<file path="src/rtl/an_encoder_seq_if.sv">
// Handshake bundle for the AN encoder: input word side (with injection request) and codeword side.
// master = data source / consumer environment, slave = encoder.
interface an_encoder_seq_if #(
   parameter int DATA_W = 52,
   parameter int CW_W   = 60
);
   logic                in_valid;
   logic                in_ready;
   logic [DATA_W-1:0]   in_data;
   logic                inj_en;
   logic signed [6:0]   inj_loc;
   logic                out_valid;
   logic                out_ready;
   logic [CW_W-1:0]     out_cw;
   logic                out_injected;

   modport master (
      output in_valid, in_data, inj_en, inj_loc, out_ready,
      input  in_ready, out_valid, out_cw, out_injected
   );

   modport slave (
      input  in_valid, in_data, inj_en, inj_loc, out_ready,
      output in_ready, out_valid, out_cw, out_injected
   );
endinterface

</file>
<file path="src/rtl/an_encoder_seq.sv">
// Sequential AN code encoder: codeword = A * data via shift-and-add, one bit of A per cycle (A_W cycles).
// Optional single-bit error injection on the codeword is built only when AN_ERR_INJECT_EN is defined.
module an_encoder_seq #(
   parameter int DATA_W = 52,
   parameter int A      = 131,
   parameter int A_W    = 8,
   parameter int CW_W   = 60
) (
   input logic             clk,
   input logic             rst,
   an_encoder_seq_if.slave bus
);
   localparam int CNT_W = (A_W > 1) ? $clog2(A_W) : 1;
   localparam logic [A_W-1:0] A_BITS = A_W'(A);

   typedef enum logic [1:0] {IDLE, CALC, DONE} state_t;

   state_t              state, state_nxt;
   logic [DATA_W-1:0]   data_q;
   logic [CW_W-1:0]     acc, acc_nxt, cw_fin, cw_q;
   logic [CNT_W-1:0]    cnt;
   logic                last, inj_fin, inj_q;

   assign last    = (cnt == CNT_W'(A_W - 1));
   assign acc_nxt = A_BITS[cnt] ? acc + (CW_W'(data_q) << cnt) : acc;

`ifdef AN_ERR_INJECT_EN
   logic              inj_en_q;
   logic signed [6:0] inj_loc_q;
   logic [6:0]        mag;
   logic              hit;
   logic [CW_W-1:0]   delta;

   // +k adds 2^(k-1), -k subtracts it; out-of-range locations mean no injection
   assign mag     = inj_loc_q[6] ? $unsigned(-inj_loc_q) : $unsigned(inj_loc_q);
   assign hit     = inj_en_q && (mag != 7'd0) && (mag <= 7'(CW_W));
   assign delta   = CW_W'(1) << (mag - 7'd1);
   assign cw_fin  = !hit ? acc_nxt : (inj_loc_q[6] ? acc_nxt - delta : acc_nxt + delta);
   assign inj_fin = hit;

   always_ff @(posedge clk or posedge rst) begin
      if (rst) begin
         inj_en_q  <= 1'b0;
         inj_loc_q <= '0;
      end else if (state == IDLE && bus.in_valid) begin
         inj_en_q  <= bus.inj_en;
         inj_loc_q <= bus.inj_loc;
      end
   end
`else
   logic unused_inj;
   assign unused_inj = ^{bus.inj_en, bus.inj_loc};
   assign cw_fin     = acc_nxt;
   assign inj_fin    = 1'b0;
`endif

   always_ff @(posedge clk or posedge rst) begin
      if (rst) state <= IDLE;
      else     state <= state_nxt;
   end

   always_comb begin
      state_nxt = state;
      case (state)
         IDLE:    if (bus.in_valid)  state_nxt = CALC;
         CALC:    if (last)          state_nxt = DONE;
         DONE:    if (bus.out_ready) state_nxt = IDLE;
         default:                    state_nxt = IDLE;
      endcase
   end

   always_comb begin
      bus.in_ready  = (state == IDLE);
      bus.out_valid = (state == DONE);
   end

   always_ff @(posedge clk or posedge rst) begin
      if (rst) begin
         data_q <= '0;
         acc    <= '0;
         cnt    <= '0;
         cw_q   <= '0;
         inj_q  <= 1'b0;
      end else begin
         case (state)
            IDLE: if (bus.in_valid) begin
               data_q <= bus.in_data;
               acc    <= '0;
               cnt    <= '0;
            end
            CALC: begin
               acc <= acc_nxt;
               cnt <= cnt + CNT_W'(1);
               // the last add lands directly in the output register
               if (last) begin
                  cw_q  <= cw_fin;
                  inj_q <= inj_fin;
               end
            end
            default: ;
         endcase
      end
   end

   assign bus.out_cw       = cw_q;
   assign bus.out_injected = inj_q;
endmodule

</file>
<file path="src/flat_wrapper.sv">
// flat-port wrapper written by rule: the top's interface ports become plain ports
module an_encoder_seq_flat 
#(
   parameter int DATA_W = 52,
   parameter int A      = 131,
   parameter int A_W    = 8,
   parameter int CW_W   = 60
)
  (clk, rst, bus_in_valid, bus_in_data, bus_inj_en, bus_inj_loc, bus_out_ready, bus_in_ready, bus_out_valid, bus_out_cw, bus_out_injected);
  an_encoder_seq_if #(.DATA_W(DATA_W), .CW_W(CW_W)) bus_i ();
  input logic clk;
  input logic rst;
  input wire logic [$bits(bus_i.in_valid)-1:0] bus_in_valid;
  input wire logic [$bits(bus_i.in_data)-1:0] bus_in_data;
  input wire logic [$bits(bus_i.inj_en)-1:0] bus_inj_en;
  input wire logic [$bits(bus_i.inj_loc)-1:0] bus_inj_loc;
  input wire logic [$bits(bus_i.out_ready)-1:0] bus_out_ready;
  output wire logic [$bits(bus_i.in_ready)-1:0] bus_in_ready;
  output wire logic [$bits(bus_i.out_valid)-1:0] bus_out_valid;
  output wire logic [$bits(bus_i.out_cw)-1:0] bus_out_cw;
  output wire logic [$bits(bus_i.out_injected)-1:0] bus_out_injected;
  assign bus_i.in_valid = bus_in_valid;
  assign bus_i.in_data = bus_in_data;
  assign bus_i.inj_en = bus_inj_en;
  assign bus_i.inj_loc = bus_inj_loc;
  assign bus_i.out_ready = bus_out_ready;
  assign bus_in_ready = bus_i.in_ready;
  assign bus_out_valid = bus_i.out_valid;
  assign bus_out_cw = bus_i.out_cw;
  assign bus_out_injected = bus_i.out_injected;
  an_encoder_seq #(.DATA_W(DATA_W), .A(A), .A_W(A_W), .CW_W(CW_W)) u_core (.clk(clk), .rst(rst), .bus(bus_i));
endmodule
</file>
<file path="config.mk">
export PLATFORM = sky130hd
export DESIGN_NAME = an_encoder_seq_flat
export DESIGN_NICKNAME = d
export VERILOG_FILES = /design/src/rtl/an_encoder_seq_if.sv /design/src/rtl/an_encoder_seq.sv /design/src/flat_wrapper.sv
export SDC_FILE = /design/constraint.sdc
export NUM_CORES = 1
export LEC_CHECK = 0
export BUFFER_PORTS_ARGS = -buffer_cell sky130_fd_sc_hd__buf_4
export CAP_MARGIN = 20
export CORE_MARGIN = 2
export CORE_UTILIZATION = 42
export DETAILED_ROUTE_END_ITERATION = 12
export PLACE_DENSITY = 0.72
export SYNTH_ARGS = -nofsm -noshare
export SYNTH_HDL_FRONTEND = slang
export SYNTH_SLANG_ARGS = --single-unit
export TNS_END_PERCENT = 30
</file>
<file path="constraint.sdc">
create_clock -name clk -period 8.4 [get_ports clk]
set_input_delay 2.1 -clock clk [delete_from_list [all_inputs] [get_ports clk]]
set_output_delay 2.1 -clock clk [all_outputs]
set_load 0.01 [all_outputs]
</file>
# After elaboration in Yosys (flattened, before gate mapping)
# Memories as Yosys holds them, arrays and structs flattened.
# Cells that the tools add are included.
# op_classes
n_addsub,2
mul,0
n_div,0
order_cmp,1
n_eq_ne,6
shift,1
mux,10
bitwise_logic,0
n_reduce_logical,6
# op_table
op,count
$mux 60,2
$pmux 60 s2,1
$add 60x60->60,1
$shl 52x3->60,1
$mux 2,3
$pmux 2 s3,1
$pmux 3 s2,1
$reduce_and 2->1,3
$lt 3x4->1 const B,1
$ne 2x2->1 const B,2
$add 3x1->3 const B,1
$eq 3x3->1 const B,1
$mux 3,1
$reduce_and 3->1,1
$eq 2x1->1 const B,1
$eq 2x2->1 const B,1
$logic_not 2->1,1
$ne 2x1->1 const B,1
$reduce_bool 2->1,1
$mux 1,1
# totals
reg_bits,177
latch_bits,0
ram_bits,0
romBits,8
inputBits,64
wordCells,32
memories,1
# memory_table
name,words,width,rd,rd_ports_with_merged_regs,write_ports,line,source
(no name shown),8,1,1,0,0,an_encoder_seq.sv:25,assign acc_nxt = A_BITS[cnt] ? acc + (CW_W'(data_q) << cnt) : acc;

# Logic depth before layout (Yosys ltp)
# depth
word_depth,4
ltp_mapped,18
depth_no_buf,16

# Worst setup path before layout
# No wires, ideal clock.
# synth_timing
path_kind,reg2reg
from,register u_core.cnt[0]
to,register u_core.acc[59]
arrival_time_ns,4.311
path_slack_ns,3.953
stages_incl_launch_ff,17
n_path_buf,3
path_cell_list,dfrtp_1 > clkbuf_1 > clkbuf_1 > mux2_2 > mux4_2 > ha_1 > clkbuf_1 > a21o_1 > a21o_1 > a21o_1 > a311o_1 > a221o_1 > a21o_1 > a31oi_4 > o311ai_0 > a32oi_1 > o21ai_1
# synth_between
elab_chain_cells,4
elab_cells_between_ends,6
# synth_lines
item,line,source
from (decl),an_encoder_seq.sv:21,logic [CNT_W-1:0] cnt;
from (signal assigned),an_encoder_seq.sv:93,cnt <= cnt + CNT_W'(1);
$shl 52x3->60 / $mem_v2 8x1 (equally long branches),n/a,
$add 60x60->60 / $mux 1 (equally long branches),an_encoder_seq.sv:25,
$mux 60 (*),an_encoder_seq.sv:25,
$pmux 60 s2 (*),an_encoder_seq.sv:85,case (state)
to (signal assigned),an_encoder_seq.sv:92,acc <= acc_nxt;
to (decl),an_encoder_seq.sv:20,"logic [CW_W-1:0] acc, acc_nxt, cw_fin, cw_q;"
# Mark *: on every way between the ends. The rest lies on a longest branch, timed or not. The select of a mux whose other input is x is not followed.
# A chain may end at the register's enable or synchronous reset.

# Worst setup path in the final report
# layout_timing
from,register u_core.cnt[1]
to,register u_core.acc[58]
# The elaborated chain is that of the path after synthesis.

==> flow_summary.yaml <==
synth:
  synth-simple-area-share_pct: 13.39
  synth_seq_cells: 177
  yosysWarnings: 0
  ys_seq_area_share_pct: 35.48
  synth_ff_type: "dfrtp_1"
  synth-edff-count: 0
  synth_cells: 1326
  synthesis.area_um2: 12480
  synth_nets: 1452
  ys_async_sr_fraction_pct: 100.0
  synth_xor_area_share_pct: 3.789
  synth_compound_area_share_pct: 20.22
  synth_area_per_cell_um2: 9.414
  synthMuxAreaShare_pct: 17.37
  synth_cell_types: 76
  synth_top_family_by_area: "compound AO/OA/AOI/OAI gates"
  synth-adder-area-share_pct: 6.274
final_layout:
  syn_to_final_growth_pct: 14.34
  fin_util_pct: 48.42
  fillers: 2777
  finalNetCount: 1507
  n_antenna_cell: 0
  seqCellArea_um2: 4433
  multiInputGateArea_um2: 7647
  layout-drive-gt1-share_pct: 23.17
sta:
  worst_pin_slew_ns: 1.122
  slew_headroom_pct: 24.93
  timing.final.ws_setup_ns: 3.148
  fin_hold_ws_ns: 0.4808
  rsz0062_at_grt: "no"
  hold_viol: 0
  finalSetupTns_ns: 0
  period_share_pct: 62.53
  setup_viol_count_final: 0
  layout_min_cycle_time_ns: 5.252
  maxSlewViolCount: 0
  clock_skew_ns: 0.02006
  fmax_mhz: 190.4
critical_path:
  crit_type: "reg -> reg"
  start_kind: "flip-flop"
  worstPathArrival_ns: 5.61
  cp.required_ns: 8.76
  reg2regPathDepth: 16
  rr_startpoint: "u_core.cnt[1]"
  path_max_fanout: 38
  cp-end-kind: "flip-flop"
  r2r_slack_ns: 3.15
  rr_endpoint: "u_core.acc[58]"
worst_hold_path:
  min_to: "u_core.bus.out_cw[3]"
  hold_path_startpoint: "u_core.bus.out_cw[3]"
  min_path_cells: 2
  hold_path_class: "reg -> reg"
die:
  core_um2: 29480
  die_h_um: 176.4
  die_area_um2: 31120
  pin_count: 127
  rows: 63
  initial_core_util_pct: 42.34
  die_w_um: 176.4
drt:
  final_antenna_net_count: 0
  drt-met1-wl_um: 15560
  top_layer: "met4"
  via_per_inst: 5.873
  dr_wl_met3_um: 2011
  vias: 10480
  drt_wl_total_um: 34420
  drc: 0
  wl_met2_um: 16230
  dr.pass1.iters: 5
  drtIter0Drc: 738
  wire_per_inst_um: 19.29
run:
  max_cap_violations: 0
clocking:
  htreeDepth: 4
  ctsLongestPathBuffers: 2
  clock_latency_ns: 0.45
  numCtsBuffers: 17
  clock_sinks: 177
  cts_resized: 0
  cts_hold_buf: 0
  clock_tree.root_cell: "clkbuf_16"
  cts_tree: "done"
  postCtsSetupRepairBufs: 0
  clk_pin_slew_worst_paths_ns: 0.07
placed_design:
  portBuffers: 117
  place_ws_ns: 3.188
  place.gp.congestion: 0.9090
  hpwl_um: 24500
global_routing:
  grt_overflow: 0
  antenna_found_initial: 0
  grt_pass1_wl_um: 55280
  grt_max_degree: 105
  track_usage_pct: 22.46
  grt_pass1_vias: 10100
outcome:
  status: "finished, final reports clean"
==> logic make-up (layout without fill, tap and decap cells) <==
kind of cell	count (synthesis)	after routing
AO/OA/AOI/OAI	401	401
AND/OR/NAND/NOR	362	362
flip-flops	177	177
multiplexers	158	158
buffers and inverters	111	179
adder cells (fa/ha/maj)	62	62
XOR/XNOR	54	54
other	1	1
==> cell usage in the layout (no fill, tap or decap), types with 10 or more instances in the layout <==
cell / netlist / layout
a31oi_1: 16 / 16
dfrtp_1: 177 / 174
nand3_1: 64 / 64
o21a_1: 15 / 15
o21bai_1: 12 / 12
clkbuf_16: 0 / 17
nand4_1: 16 / 16
a21o_1: 50 / 50
mux2i_1: 22 / 22
nand2_1: 130 / 127
a211oi_1: 11 / 11
inv_1: 16 / 15
xor2_1: 27 / 27
a21oi_1: 91 / 91
xnor2_1: 27 / 27
mux4_2: 37 / 37
buf_4: 1 / 129
nor2_1: 84 / 84
a22oi_1: 10 / 10
o211ai_1: 11 / 11
mux2_2: 99 / 99
o21ai_0: 130 / 129
and3_1: 12 / 12
ha_1: 61 / 61
==> per-stage QoR <==
step,cells,area [um^2]
global route,1784,14270
finish,1784,14270
detailed placement,1751,13610
global placement,1750,13600
CTS,1783,14250
floorplan,1326,12480
==> state kept, by name, summed over array words and instances, names as in the netlist <==
name	cells
u_core.acc	60
u_core.bus.out_cw	60
u_core.data_q	52
u_core.cnt	3
u_core.state	2
==> worst max path at each step <==
stage                  startpoint              to  slack (ns)  cells after the start
finish              u_core.cnt[1]  u_core.acc[58]        3.15                     16
global route        u_core.cnt[1]  u_core.acc[58]        2.68                     16
CTS                 u_core.cnt[1]  u_core.acc[58]        3.14                     16
detailed placement  u_core.cnt[1]  u_core.acc[58]        3.19                     16
global placement    u_core.cnt[1]  u_core.acc[58]        3.21                     16
floorplan                     rst   u_core.acc[0]        1.50                      1
==> worst max-delay path, stage by stage, from the launching register on <==
cell and delay, ns:
dfrtp_2 0.99, inv_1 0.42, nor2_1 0.20, a21oi_1 0.07
nand2_1 0.09, o21ai_0 0.12, ha_1 0.40, and4_1 0.23
a21o_1 0.18, a221oi_1 0.35, o211ai_1 0.26, a31oi_1 0.49
o21ai_1 0.24, a311oi_1 0.53, o21ai_1 0.23, xnor2_1 0.17
o21ai_0 0.18
==> final cells by class <==
class	count	share of cell area, %
flip-flops and latches	177	31.06
clock inverters	13	1.403
clock buffers	19	3.033
well taps	390	3.419
multi-input cells	1038	53.58
inverters	16	0.4558
repair buffers	131	7.056
==> Yosys cell counts (all sizes together), types with 8 or more instances <==
cell type,number,area [um^2]
a211oi,11,82.58
or3,9,56.30
inv,16,60.06
clkbuf,82,311.6
ha,61,763.2
a22oi,10,75.07
buf,13,58.81
o211ai,11,82.58
nor2,84,315.3
mux2i,22,220.2
nand2b,8,50.05
xnor2,27,236.5
nand4,16,100.1
nand2,130,488.0
a31oi,19,146.4
o21ai,138,698.2
nor2b,9,56.30
nand3,65,337.8
xor2,27,236.5
o21bai,12,90.09
mux2,99,1115
nor3,9,45.04
and3,14,93.84
dfrtp,177,4429
o21a,15,112.6
a21oi,92,464.2
mux4,37,833.3
a21o,51,384.1
==> layer usage <==
metal  global-route usage [%]  vias up
li1                         -     5008
met3                    3.661       37
met2                    36.09      324
met4                    6.818        0
met5                        0        -
met1                    31.19     5108
Power is not shown: default switching activity piles up to over one toggle a cycle in this logic, so the estimate is an artifact.
